==> src/rtl/proc_pkg.sv <==
// Shared types and instruction field positions for the processor control FSM.
package proc_pkg;

    localparam int unsigned PkgDw  = 10;
    localparam int unsigned PkgAw  = 2;
    localparam int unsigned PkgOpw = 4;

    // Instruction fields: [3:0] opcode, [5:4] Rx, [7:6] Ry, [9:8] reserved
    localparam int unsigned OpLsb = 0;
    localparam int unsigned RxLsb = 4;
    localparam int unsigned RyLsb = 6;

    typedef enum logic [3:0] {
        OpLoad    = 4'd0,
        OpCopy    = 4'd1,
        OpAdd     = 4'd2,
        OpSub     = 4'd3,
        OpInv     = 4'd4,
        OpXor     = 4'd5,
        OpAddi    = 4'd6,
        OpIllegal = 4'd15
    } opcode_t;

    typedef enum logic [1:0] {
        StIdle = 2'd0,
        StEx1  = 2'd1,
        StEx2  = 2'd2
    } ctrl_state_t;

    typedef enum logic [2:0] {
        AluAdd = 3'b000,
        AluSub = 3'b001,
        AluInv = 3'b010,
        AluXor = 3'b011
    } alu_op_t;

endpackage

==> src/rtl/instr_decoder.sv <==
// Combinational instruction decoder: splits the instruction register into opcode and
// register fields; opcodes 7-15 all decode to OpIllegal.
module instr_decoder
    import proc_pkg::*;
#(
    parameter int unsigned DW  = PkgDw,
    parameter int unsigned AW  = PkgAw,
    parameter int unsigned OPW = PkgOpw
) (
    input  logic [DW-1:0] ir,
    output opcode_t       opcode,
    output logic [AW-1:0] rx,
    output logic [AW-1:0] ry,
    output logic          is_alu,
    output logic          is_illegal
);

    logic [OPW-1:0] raw_op;
    logic           unused_rsvd;

    assign raw_op      = ir[OpLsb +: OPW];
    assign rx          = ir[RxLsb +: AW];
    assign ry          = ir[RyLsb +: AW];
    assign unused_rsvd = ^ir[DW-1:RyLsb+AW];

    always_comb begin
        opcode     = OpIllegal;
        is_alu     = 1'b0;
        is_illegal = 1'b0;
        case (raw_op)
            4'd0:    opcode = OpLoad;
            4'd1:    opcode = OpCopy;
            4'd2:    begin opcode = OpAdd;  is_alu = 1'b1; end
            4'd3:    begin opcode = OpSub;  is_alu = 1'b1; end
            4'd4:    begin opcode = OpInv;  is_alu = 1'b1; end
            4'd5:    begin opcode = OpXor;  is_alu = 1'b1; end
            4'd6:    begin opcode = OpAddi; is_alu = 1'b1; end
            default: is_illegal = 1'b1;
        endcase
    end

endmodule

==> src/rtl/proc_controller.sv <==
// Multi-cycle control FSM sequencing the 4x10-bit register file, ALU and bus sources.
// Optional macro PROC_CTRL_RETIRE_CNT_EN adds the RETIRED instruction-retire counter.
module proc_controller
    import proc_pkg::*;
#(
    parameter int unsigned DW  = PkgDw,
    parameter int unsigned AW  = PkgAw,
    parameter int unsigned OPW = PkgOpw
) (
    input  logic          CLKb,
    input  logic          RSTb,
    input  logic          EXEC,
    input  logic [DW-1:0] INSTR,
    output logic          ENW,
    output logic [AW-1:0] WRA,
    output logic          ENR0,
    output logic [AW-1:0] RDA0,
    output logic          ENR1,
    output logic [AW-1:0] RDA1,
    output logic [2:0]    ALU_OP,
    output logic          ALU_LD,
    output logic          IMM_EN,
    output logic          EXT_EN,
    output logic          GOUT,
    output logic          DONE,
`ifdef PROC_CTRL_RETIRE_CNT_EN
    output logic          BUSY,
    output logic [DW-1:0] RETIRED
`else
    output logic          BUSY
`endif
);

    ctrl_state_t   state_q, state_d;
    logic [DW-1:0] ir_q, ir_d;

    opcode_t       opcode;
    logic [AW-1:0] rx, ry;
    logic          is_alu, is_illegal;

    instr_decoder #(
        .DW  (DW),
        .AW  (AW),
        .OPW (OPW)
    ) u_decoder (
        .ir         (ir_q),
        .opcode     (opcode),
        .rx         (rx),
        .ry         (ry),
        .is_alu     (is_alu),
        .is_illegal (is_illegal)
    );

    always_ff @(posedge CLKb or negedge RSTb) begin
        if (!RSTb) begin
            state_q <= StIdle;
            ir_q    <= '0;
        end else begin
            state_q <= state_d;
            ir_q    <= ir_d;
        end
    end

    // Next state: IR only loads from IDLE, so EXEC while busy is dropped.
    always_comb begin
        state_d = state_q;
        ir_d    = ir_q;
        unique case (state_q)
            StIdle: begin
                if (EXEC) begin
                    ir_d    = INSTR;
                    state_d = StEx1;
                end
            end
            StEx1:   state_d = (is_alu && !is_illegal) ? StEx2 : StIdle;
            StEx2:   state_d = StIdle;
            default: state_d = StIdle;
        endcase
    end

    // Outputs depend only on state and IR; one bus source at most per cycle.
    always_comb begin
        ENW    = 1'b0;
        WRA    = '0;
        ENR0   = 1'b0;
        RDA0   = '0;
        ENR1   = 1'b0;
        RDA1   = '0;
        ALU_OP = AluAdd;
        ALU_LD = 1'b0;
        IMM_EN = 1'b0;
        EXT_EN = 1'b0;
        GOUT   = 1'b0;
        DONE   = 1'b0;
        BUSY   = (state_q != StIdle);
        unique case (state_q)
            StIdle: ;
            StEx1: begin
                if (is_illegal) begin
                    DONE = 1'b1;
                end else begin
                    unique case (opcode)
                        OpLoad: begin
                            EXT_EN = 1'b1;
                            ENW    = 1'b1;
                            WRA    = rx;
                            DONE   = 1'b1;
                        end
                        OpCopy: begin
                            ENR0 = 1'b1;
                            RDA0 = ry;
                            ENW  = 1'b1;
                            WRA  = rx;
                            DONE = 1'b1;
                        end
                        OpAdd, OpSub, OpInv, OpXor: begin
                            ENR0   = 1'b1;
                            RDA0   = rx;
                            ENR1   = 1'b1;
                            RDA1   = ry;
                            ALU_LD = 1'b1;
                            unique case (opcode)
                                OpSub:   ALU_OP = AluSub;
                                OpInv:   ALU_OP = AluInv;
                                OpXor:   ALU_OP = AluXor;
                                default: ALU_OP = AluAdd;
                            endcase
                        end
                        OpAddi: begin
                            ENR0   = 1'b1;
                            RDA0   = rx;
                            IMM_EN = 1'b1;
                            ALU_LD = 1'b1;
                            ALU_OP = AluAdd;
                        end
                        default: DONE = 1'b1;
                    endcase
                end
            end
            StEx2: begin
                GOUT = 1'b1;
                ENW  = 1'b1;
                WRA  = rx;
                DONE = 1'b1;
            end
            default: ;
        endcase
    end

`ifdef PROC_CTRL_RETIRE_CNT_EN
    logic [DW-1:0] retired_q;

    always_ff @(posedge CLKb or negedge RSTb) begin
        if (!RSTb) begin
            retired_q <= '0;
        end else if (DONE) begin
            retired_q <= retired_q + 1'b1;
        end
    end

    assign RETIRED = retired_q;
`endif

endmodule

==> config.mk <==
export PLATFORM = sky130hd
export DESIGN_NAME = proc_controller
export DESIGN_NICKNAME = d
export VERILOG_FILES = /design/src/rtl/proc_pkg.sv /design/src/rtl/instr_decoder.sv /design/src/rtl/proc_controller.sv
export SDC_FILE = /design/constraint.sdc
export NUM_CORES = 1
export LEC_CHECK = 0
export CAP_MARGIN = 20
export CORE_MARGIN = 2
export CORE_UTILIZATION = 34
export CTS_CLUSTER_DIAMETER = 80
export DETAILED_ROUTE_END_ITERATION = 10
export PLACE_DENSITY = 0.69
export SKIP_CTS_REPAIR_TIMING = 1
export SYNTH_ARGS = -nofsm -noshare
export SYNTH_HDL_FRONTEND = slang
export SYNTH_SLANG_ARGS = --single-unit
==> constraint.sdc <==
create_clock -name CLKb -period 2.33 [get_ports CLKb]
set_input_delay 0.233 -clock CLKb [delete_from_list [all_inputs] [get_ports CLKb]]
set_output_delay 0.233 -clock CLKb [all_outputs]
set_load 0.05 [all_outputs]
# Word level (Yosys, flattened, before mapping)
# Index checks and enable logic that the tools add are counted.
[op_classes] addsub=0 mul=0 div_mod_pow=0 magnitude_cmp=0 n_eq_ne=15 shifts=0 mux=40 bitwise_logic=0 reduce_logical=12
[ops] op="4-bit one-hot mux with 7 select lines" count=1
[ops] op="4-bit by 3-bit equality test with 1-bit output (second input constant)" count=6
[ops] op="2-bit two-way mux" count=12
[ops] op="1-bit two-way mux" count=21
[ops] op="4-bit by 2-bit equality test with 1-bit output (second input constant)" count=4
[ops] op="2-bit one-hot mux with 2 select lines" count=3
[ops] op="5-bit OR reduction" count=2
[ops] op="4-bit by 1-bit equality test with 1-bit output (second input constant)" count=2
[ops] op="4-bit zero test" count=2
[ops] op="7-bit OR reduction" count=1
[ops] op="2-bit one-hot mux with 3 select lines" count=1
[ops] op="6-bit OR reduction" count=1
[ops] op="1-bit one-hot mux with 2 select lines" count=2
[ops] op="4-bit OR reduction" count=1
[ops] op="2-bit by 1-bit equality test with 1-bit output (second input constant)" count=1
[ops] op="2-bit equality test (second input constant)" count=1
[ops] op="2-bit zero test" count=1
[ops] op="2-bit != test (second input constant)" count=1
[ops] op="2-bit AND reduction" count=1
[ops] op="2-bit nonzero test" count=1
[ops] op="2-bit OR reduction" count=1
[ops] op="1-bit logical AND" count=1
[totals] ff_bits=10 latchBits=0 ram_bits=0 rom_bits=0 input_bits=13 wordCells=69 memories=0

# Depth between registers and ports, before layout
# Gate-level depths: netlist (run 1).
[logic_depth] depth_word=7 mapped_depth=5

# Cells and area by module
# From an unflattened synthesis (run 1), not the netlist that was laid out.
[hier_totals] hier_cells=85 hier_area_um2=810.8
[modules_own_cells] module="proc_controller" instances=1 cells_per_inst=74 area_each_um2=732.0 seq_area_each_um2=300.3
[modules_own_cells] module="instr_decoder" instances=1 cells_per_inst=11 area_each_um2=78.8 seq_area_each_um2=0.0

# Worst setup path before layout (run 1)
# Ideal clock, no wire load.
[synth_timing] path_type="register -> output" from="reg state_q[1]" to="out EXT_EN" arrival_time_ns=2.244 required_ns=2.097 path_slack_ns=-0.147 path_stages_with_launch=5 cell_sequence="dfrtp_1 inv_1 ha_1 nand2b_1 nor4_1"
[synth_via] elab_chain_cells=2
[synth_rtl] element="start: declaration" line="proc_controller.sv:34" source="ctrl_state_t state_q, state_d;"
[synth_rtl] element="start signal: assignment" line="proc_controller.sv:56" source="state_q <= StIdle;"
[synth_rtl] element="start signal: assignment" line="proc_controller.sv:59" source="state_q <= state_d;"
[synth_rtl] element="2-bit by 1-bit equality test with 1-bit output" line="proc_controller.sv:96" source="unique case (state_q)"
[synth_rtl] element="1-bit two-way mux" line="proc_controller.sv:96"
[synth_rtl] element="end: declaration" line="proc_controller.sv:23" source="output logic EXT_EN,"
# Every way passes these cells.

# Worst setup path after layout (run 1)
[layout_timing] from="reg ir_q[1]" to="out RDA0[1]"
[layout_via] elab_chain_cells=7
[layout_rtl] element="start: declaration" line="proc_controller.sv:35" source="logic [DW-1:0] ir_q, ir_d;"
[layout_rtl] element="start signal: assignment" line="proc_controller.sv:60" source="ir_q <= ir_d;"
[layout_rtl] element="4-bit by 3-bit equality test with 1-bit output (tied with other cells)" line="instr_decoder.sv:30" source="case (raw_op)"
[layout_rtl] element="4-bit one-hot mux with 7 select lines" line="instr_decoder.sv:30"
[layout_rtl] element="4-bit by 3-bit equality test with 1-bit output / 4-bit by 2-bit equality test with 1-bit output (equally long branches)" line="proc_controller.sv:102" source="unique case (opcode)"
[layout_rtl] element="5-bit OR reduction (no line)"
[layout_rtl] element="2-bit one-hot mux with 2 select lines" line="proc_controller.sv:102"
[layout_rtl] element="2-bit two-way mux (*)" line="proc_controller.sv:99" source="if (is_illegal) begin"
[layout_rtl] element="2-bit two-way mux (*)" line="proc_controller.sv:96"
[layout_rtl] element="end: declaration" line="proc_controller.sv:17" source="output logic [AW-1:0] RDA0,"
# Every way passes the cells marked *; elsewhere a longest branch is shown, timed or not.

==> results of run 1 <==
[cell families after synthesis]
group | Yosys count | synth area share
AOI/OAI and AO/OA | 7 | 0.0716
xor gates and xnor gates | 1 | 0.0135
adders and majority gates | 3 | 0.0580
buffers and inverters | 9 | 0.0812
DFF | 10 | 0.387
muxes | 8 | 0.139
other | 1 | 0.00580
and+or+nand+nor | 28 | 0.244
[power by group through the flow]
| stage | logic (mW) | registers [mW] | clock network [mW] |
|---|---|---|---|
| floorplan | 0.744 | 0.316 | 0 |
| global placement | 0.945 | 0.369 | 0 |
| detailed placement | 0.953 | 0.381 | 0 |
| CTS | 0.956 | 0.378 | 0.119 |
| global route | 1.02 | 0.394 | 0.132 |
| finish | 0.947 | 0.379 | 0.115 |
[path summary, 6_finish.rpt]
path,endpoint,slack (ns),cells past startpoint
max,RDA0[1],0.22,4
min,ir_q[6],0.29,1
max reg2reg,ir_q[3],0.91,4
min reg2reg,ir_q[4],0.51,1
max in group asynchronous,ir_q[3],1.72,1
min in group CLKb,ir_q[4],0.51,1
[worst max-delay path: stages, from the launching register on]
cell      delay (ns)
dfrtp_1         0.49
nor4b_2         0.44
nand2_1         0.09
a211oi_1        0.39
buf_12          0.20
[per-stage QoR]
step                std cells  total power [mW]  setup WS, ns  cell area, um2  utilization
finish                    119              1.44         0.216             972        0.551
global placement          116              1.31         0.516             950        0.538
global route              119              1.55        0.0413             972        0.551
CTS                       119              1.45         0.204             972        0.551
floorplan                  67              1.06        0.0219             653            -
detailed placement        116              1.33         0.523             950        0.538
[sequential cells by signal (all words and copies together), names as in the netlist]
register and cells:
ir_q 8, state_q 2
[cell type report]
| cell class | count | area [um2] | area share |
|---|---|---|---|
| Clock buffer | 3 | 22.5 | 0.0232 |
| Tap cell | 25 | 31.3 | 0.0322 |
| Inverter | 6 | 22.5 | 0.0232 |
| Sequential cell | 10 | 250 | 0.257 |
| Multi-Input combinational cell | 48 | 350 | 0.360 |
| Timing Repair Buffer | 27 | 295 | 0.304 |
[cell usage in the layout (no fill, tap or decap)]
master and count:
nor4b_2 1, ha_1 3, nor4b_1 1, mux2_2 8, o21ai_0 3, and3_4 1
nor4_2 1, conb_1 1, and2_1 4, buf_4 10, xnor2_1 1, nor3b_1 1
o21a_1 1, dfrtp_1 10, nand2b_1 1, clkbuf_4 3, clkdlybuf4s50_1 12, buf_12 5
inv_1 6, or3_1 3, nor2_1 7, a211oi_1 2, nor3_1 2, nand2_1 6
o32ai_1 1
[per-layer routing]
layer / up-vias / wire length [um] / share of wire / global-route usage
li1: 284 / - / - / -
met1: 264 / 655 / 0.44 / 0.204
met2: 20 / 713 / 0.48 / 0.251
met3: 2 / 91 / 0.061 / 0.0453
met4: 0 / 19 / 0.013 / 0.0811
met5: - / 0 / 0 / 0
==> out/metrics.csv, run 1 <==
metric;value;unit
cts.sink_count;10;
num_rows;15;
synthFlopType;dfrtp_1;
hold_viol_final;0;
drc;0;
powerDensity;1480;nW/um2
hold_class;input pin to asynchronous set/reset pin;
arrival;1.88;ns
cts_root_buf;clkbuf_4;
period_share;0.907;
die_w;47.6;um
cp_max_fo;9;
netlist_area;647;um2
max_cap_violations;0;
critPathLaunchType;flip-flop;
yosysSeqAreaShare;0.387;
synth_area_per_cell;9.65;um2
area_delta_synth_final;50.3;%
fin_skew;0.00325;ns
synth.area.top_cells;dfrtp_1 39%, mux2_2 14%, ha_1 5.8%;
die_h;47.6;um
synthArstFlopShare;1.00;
fillers;179;
clock_latency;0.26;ns
grt_pass1_wl;2.45;mm
rsz0062_at_grt;false;
end_kind;output pin;
setup_tns;0;ns
ys_ff_latch;10;
clockBufferDepth;2;
io_pins;31;
antenna_found_initial;0;
status;completed;
synth.distinct_cells;23;
p_int;0.702;mW
htreeDepth;1;
hpwl;1.17;mm
clk_pin_slew_worst_paths;0.06;ns
drt-initial-drc-count;5;
die_area;2270;um2
gp_congestion;0.710;
p_sw_frac;0.512;
ant_nets;0;
r2r_start;state_q[0];
gr-usage-all-layers;0.161;
antenna_cells;0;
syn_nets;83;
final_max_slew_viol_count;0;
netlist_instances;67;
power.leakage;0.425;nW
grt_max_degree;11;
synth_top_area_cell;dfrtp_1;
finalNetCount;112;
synth_top_area_share;0.387;
crit_required;2.10;ns
cts_buffers;3;
numPortBuffers;27;
wire_per_inst;12.4;um
vias;570;
coreArea;1760;um2
yosysWarnings;0;
p_sw;0.738;mW
worstSetupPathType;flip-flop to output pin;
seqPwrFrac;0.263;
grt_pass1_vias;566;
cts_tree;done;
clkPwrFrac;0.080;
routed_wirelength;1.48;mm
vias_per_cell;4.79;
max_freq;473;MHz
overflow;0;
vdd_drop_max;726;uV
drtPass1Iterations;4;
pwr-share-comb;0.657;
fin_crit;2.11;ns
initial_utilization;0.367;
synth_edf_count;0;
drive_gt1_frac;0.309;
holdWs;0.286;ns
finalSetupViolCount;0;
yosysMostFrequentCell;dfrtp_1;
timing.critical_path.from;ir_q[1];
synth_common_cells;10 x dfrtp_1, 8 x mux2_2, 7 x nor2_1;
Note: power is estimated with default switching activity, not from simulation.
==> run 2, diff against run 1 <==
==> constraint.sdc (replaced) <==
create_clock -name CLKb -period 2.33 [get_ports CLKb]
set_input_delay 0.466 -clock CLKb [delete_from_list [all_inputs] [get_ports CLKb]]
set_output_delay 0.466 -clock CLKb [all_outputs]
set_load 0.05 [all_outputs]
==> run 2 against run 1 <==
Compared with the run above: critical path depth down 1; largest power group unchanged; non-clock buffer count unchanged; sequential share of layout area is 3.6 points lower; final cell count stayed put; design area grew 18%; combinational power up 21%; die area unchanged; routed wire length down 3.8%; highest routed layer unchanged; worst setup slack worse by 0.11 ns; clock skew rose by 0.0012 ns.
==> out/metrics.csv, run 2 (same netlist as run 1, synthesis figures left out) <==
metric;value;unit;change
status;completed;;
powerDensity;1450;nW/um2;-2.3%
drt-initial-drc-count;4;;-1
grt_pass1_vias;551;;-2.7%
rr_worst_depth;4;;unchanged
die_h;47.6;um;unchanged
setup_tns;0;ns;unchanged
worstSetupPathType;flip-flop to output pin;;
vias;562;;-1.4%
clock_latency;0.26;ns;about the same
path_cells;inv_1 -> ha_1 -> clkdlybuf4s50_1;;
cts_buffers;3;;unchanged
grt_max_degree;11;;unchanged
layout_common_cells;15 x buf_12, 11 x clkdlybuf4s50_1, 8 x mux2_2, 8 x dfrtp_1;;
coreArea;1760;um2;unchanged
crit_path_max_incr_delay;0.81;ns;+0.32 ns
drtPass1Iterations;2;;-2
hpwl;1.19;mm;+1.9%
max_cap_violations;0;;unchanged
finalSetupViolCount;0;;unchanged
fillers;157;;-12%
area_delta_synth_final;76.8;%;
hold_class;input pin to asynchronous set/reset pin;;
antenna_found_initial;0;;unchanged
fin_skew;0.00448;ns;+0.00122 ns
gr-usage-all-layers;0.147;;-0.0136
crit_required;1.86;ns;-0.24 ns
crit-reg2reg-capture;ir_q[4];;
routed_wirelength;1.42;mm;-3.8%
end_kind;output pin;;
top_regs;ir_q (8), state_q (2);;
drive_gt1_frac;0.436;;+0.128
antenna_cells;0;;unchanged
clk_pin_slew_worst_paths;0.06;ns;about the same
gp_congestion;0.713;;+0.41%
cp_max_fo;3;;-6
rsz0062_at_grt;false;;
period_share;0.956;;+0.0487
largest_register_ffs;8;;unchanged
vdd_drop_max;695;uV;-4.3%
die_w;47.6;um;unchanged
drc;0;;unchanged
die_area;2270;um2;unchanged
io_pins;31;;unchanged
r2r_start;state_q[0];;
vias_per_cell;4.72;;-1.4%
ant_nets;0;;unchanged
fin_crit;2.23;ns;+0.113 ns
layout_commonest_cell;buf_12;;
power.leakage;0.460;nW;+8.1%
grt_pass1_wl;2.30;mm;-5.9%
wire_per_inst;12.0;um;-3.8%
htreeDepth;1;;unchanged
cp_slowest_cell;clkdlybuf4s50_1;;
overflow;0;;unchanged
reg2reg_slack;0.91;ns;about the same
cts.sink_count;10;;unchanged
initial_utilization;0.367;;unchanged
numPortBuffers;27;;unchanged
arrival;1.76;ns;-0.12 ns
cts_tree;done;;
max_freq;449;MHz;-5.1%
instances_no_fill;119;;unchanged
hold_viol_final;0;;unchanged
critPathLaunchType;flip-flop;;
finalNetCount;112;;unchanged
cts_root_buf;clkbuf_4;;
top_register;ir_q;;
num_rows;15;;unchanged
dp_cells;116;;unchanged
clockBufferDepth;2;;unchanged
final_max_slew_viol_count;0;;unchanged
## run 2: cell count changes in the layout (fill, tap and decap cells not counted), sizes merged
cell,before,now
buf,15,16
clkdlybuf4s50,12,11
## run 2: per-layer routing
layer | up-vias | track usage | routed length [um]
met5 | - | 0 | 0
met4 | 0 | 0.0811 | 25
met3 | 3 | 0.0113 | 59
met2 | 17 | 0.230 | 733
met1 | 262 | 0.202 | 606
li1 | 280 | - | -
## run 2: worst max path at each step
stage	to	start	slack, ns
final	GOUT	state_q[0]	0.10
after global routing	GOUT	state_q[0]	0.008
after CTS	ALU_OP[0]	state_q[1]	-0.01
after detailed placement	ALU_OP[0]	state_q[1]	0.28
after global placement	ALU_OP[0]	state_q[1]	0.32
after floorplan	ALU_OP[0]	state_q[1]	-0.01
## run 2: cell type report
cell class | instances | area, um2 | share of cell area
clock buffer | 3 | 22.5 | 0.0197
timing repair buffer | 27 | 418 | 0.365
multi-input combinational | 48 | 397 | 0.347
sequential | 10 | 253 | 0.221
inverter | 6 | 22.5 | 0.0197
tap | 25 | 31.3 | 0.0274
## run 2: stage by stage
step	area [um2]	setup slack [ns]	total power [mW]	util	hold slack [ns]
after floorplan	676	-0.0113	1.09	-	0.170
after global placement	1090	0.323	1.48	0.621	0.494
after detailed placement	1090	0.276	1.50	0.621	0.499
after CTS	1120	-0.0134	1.62	0.633	0.512
after global routing	1140	0.00765	1.77	0.648	0.536
final	1140	0.103	1.66	0.648	0.510
## run 2: where the power goes
group          leakage [nW]  switching, mW  internal (mW)
clock                0.0138         0.0542         0.0594
sequential            0.117          0.124          0.265
combinational         0.328          0.626          0.526
total                 0.460          0.804          0.851
## run 2: worst max-delay path: cells and delay by family, from the launching register on
kind,cells,cell delay (ns)
buffers and inverters,2,0.90
DFF,1,0.40
adders and majority gates,1,0.20
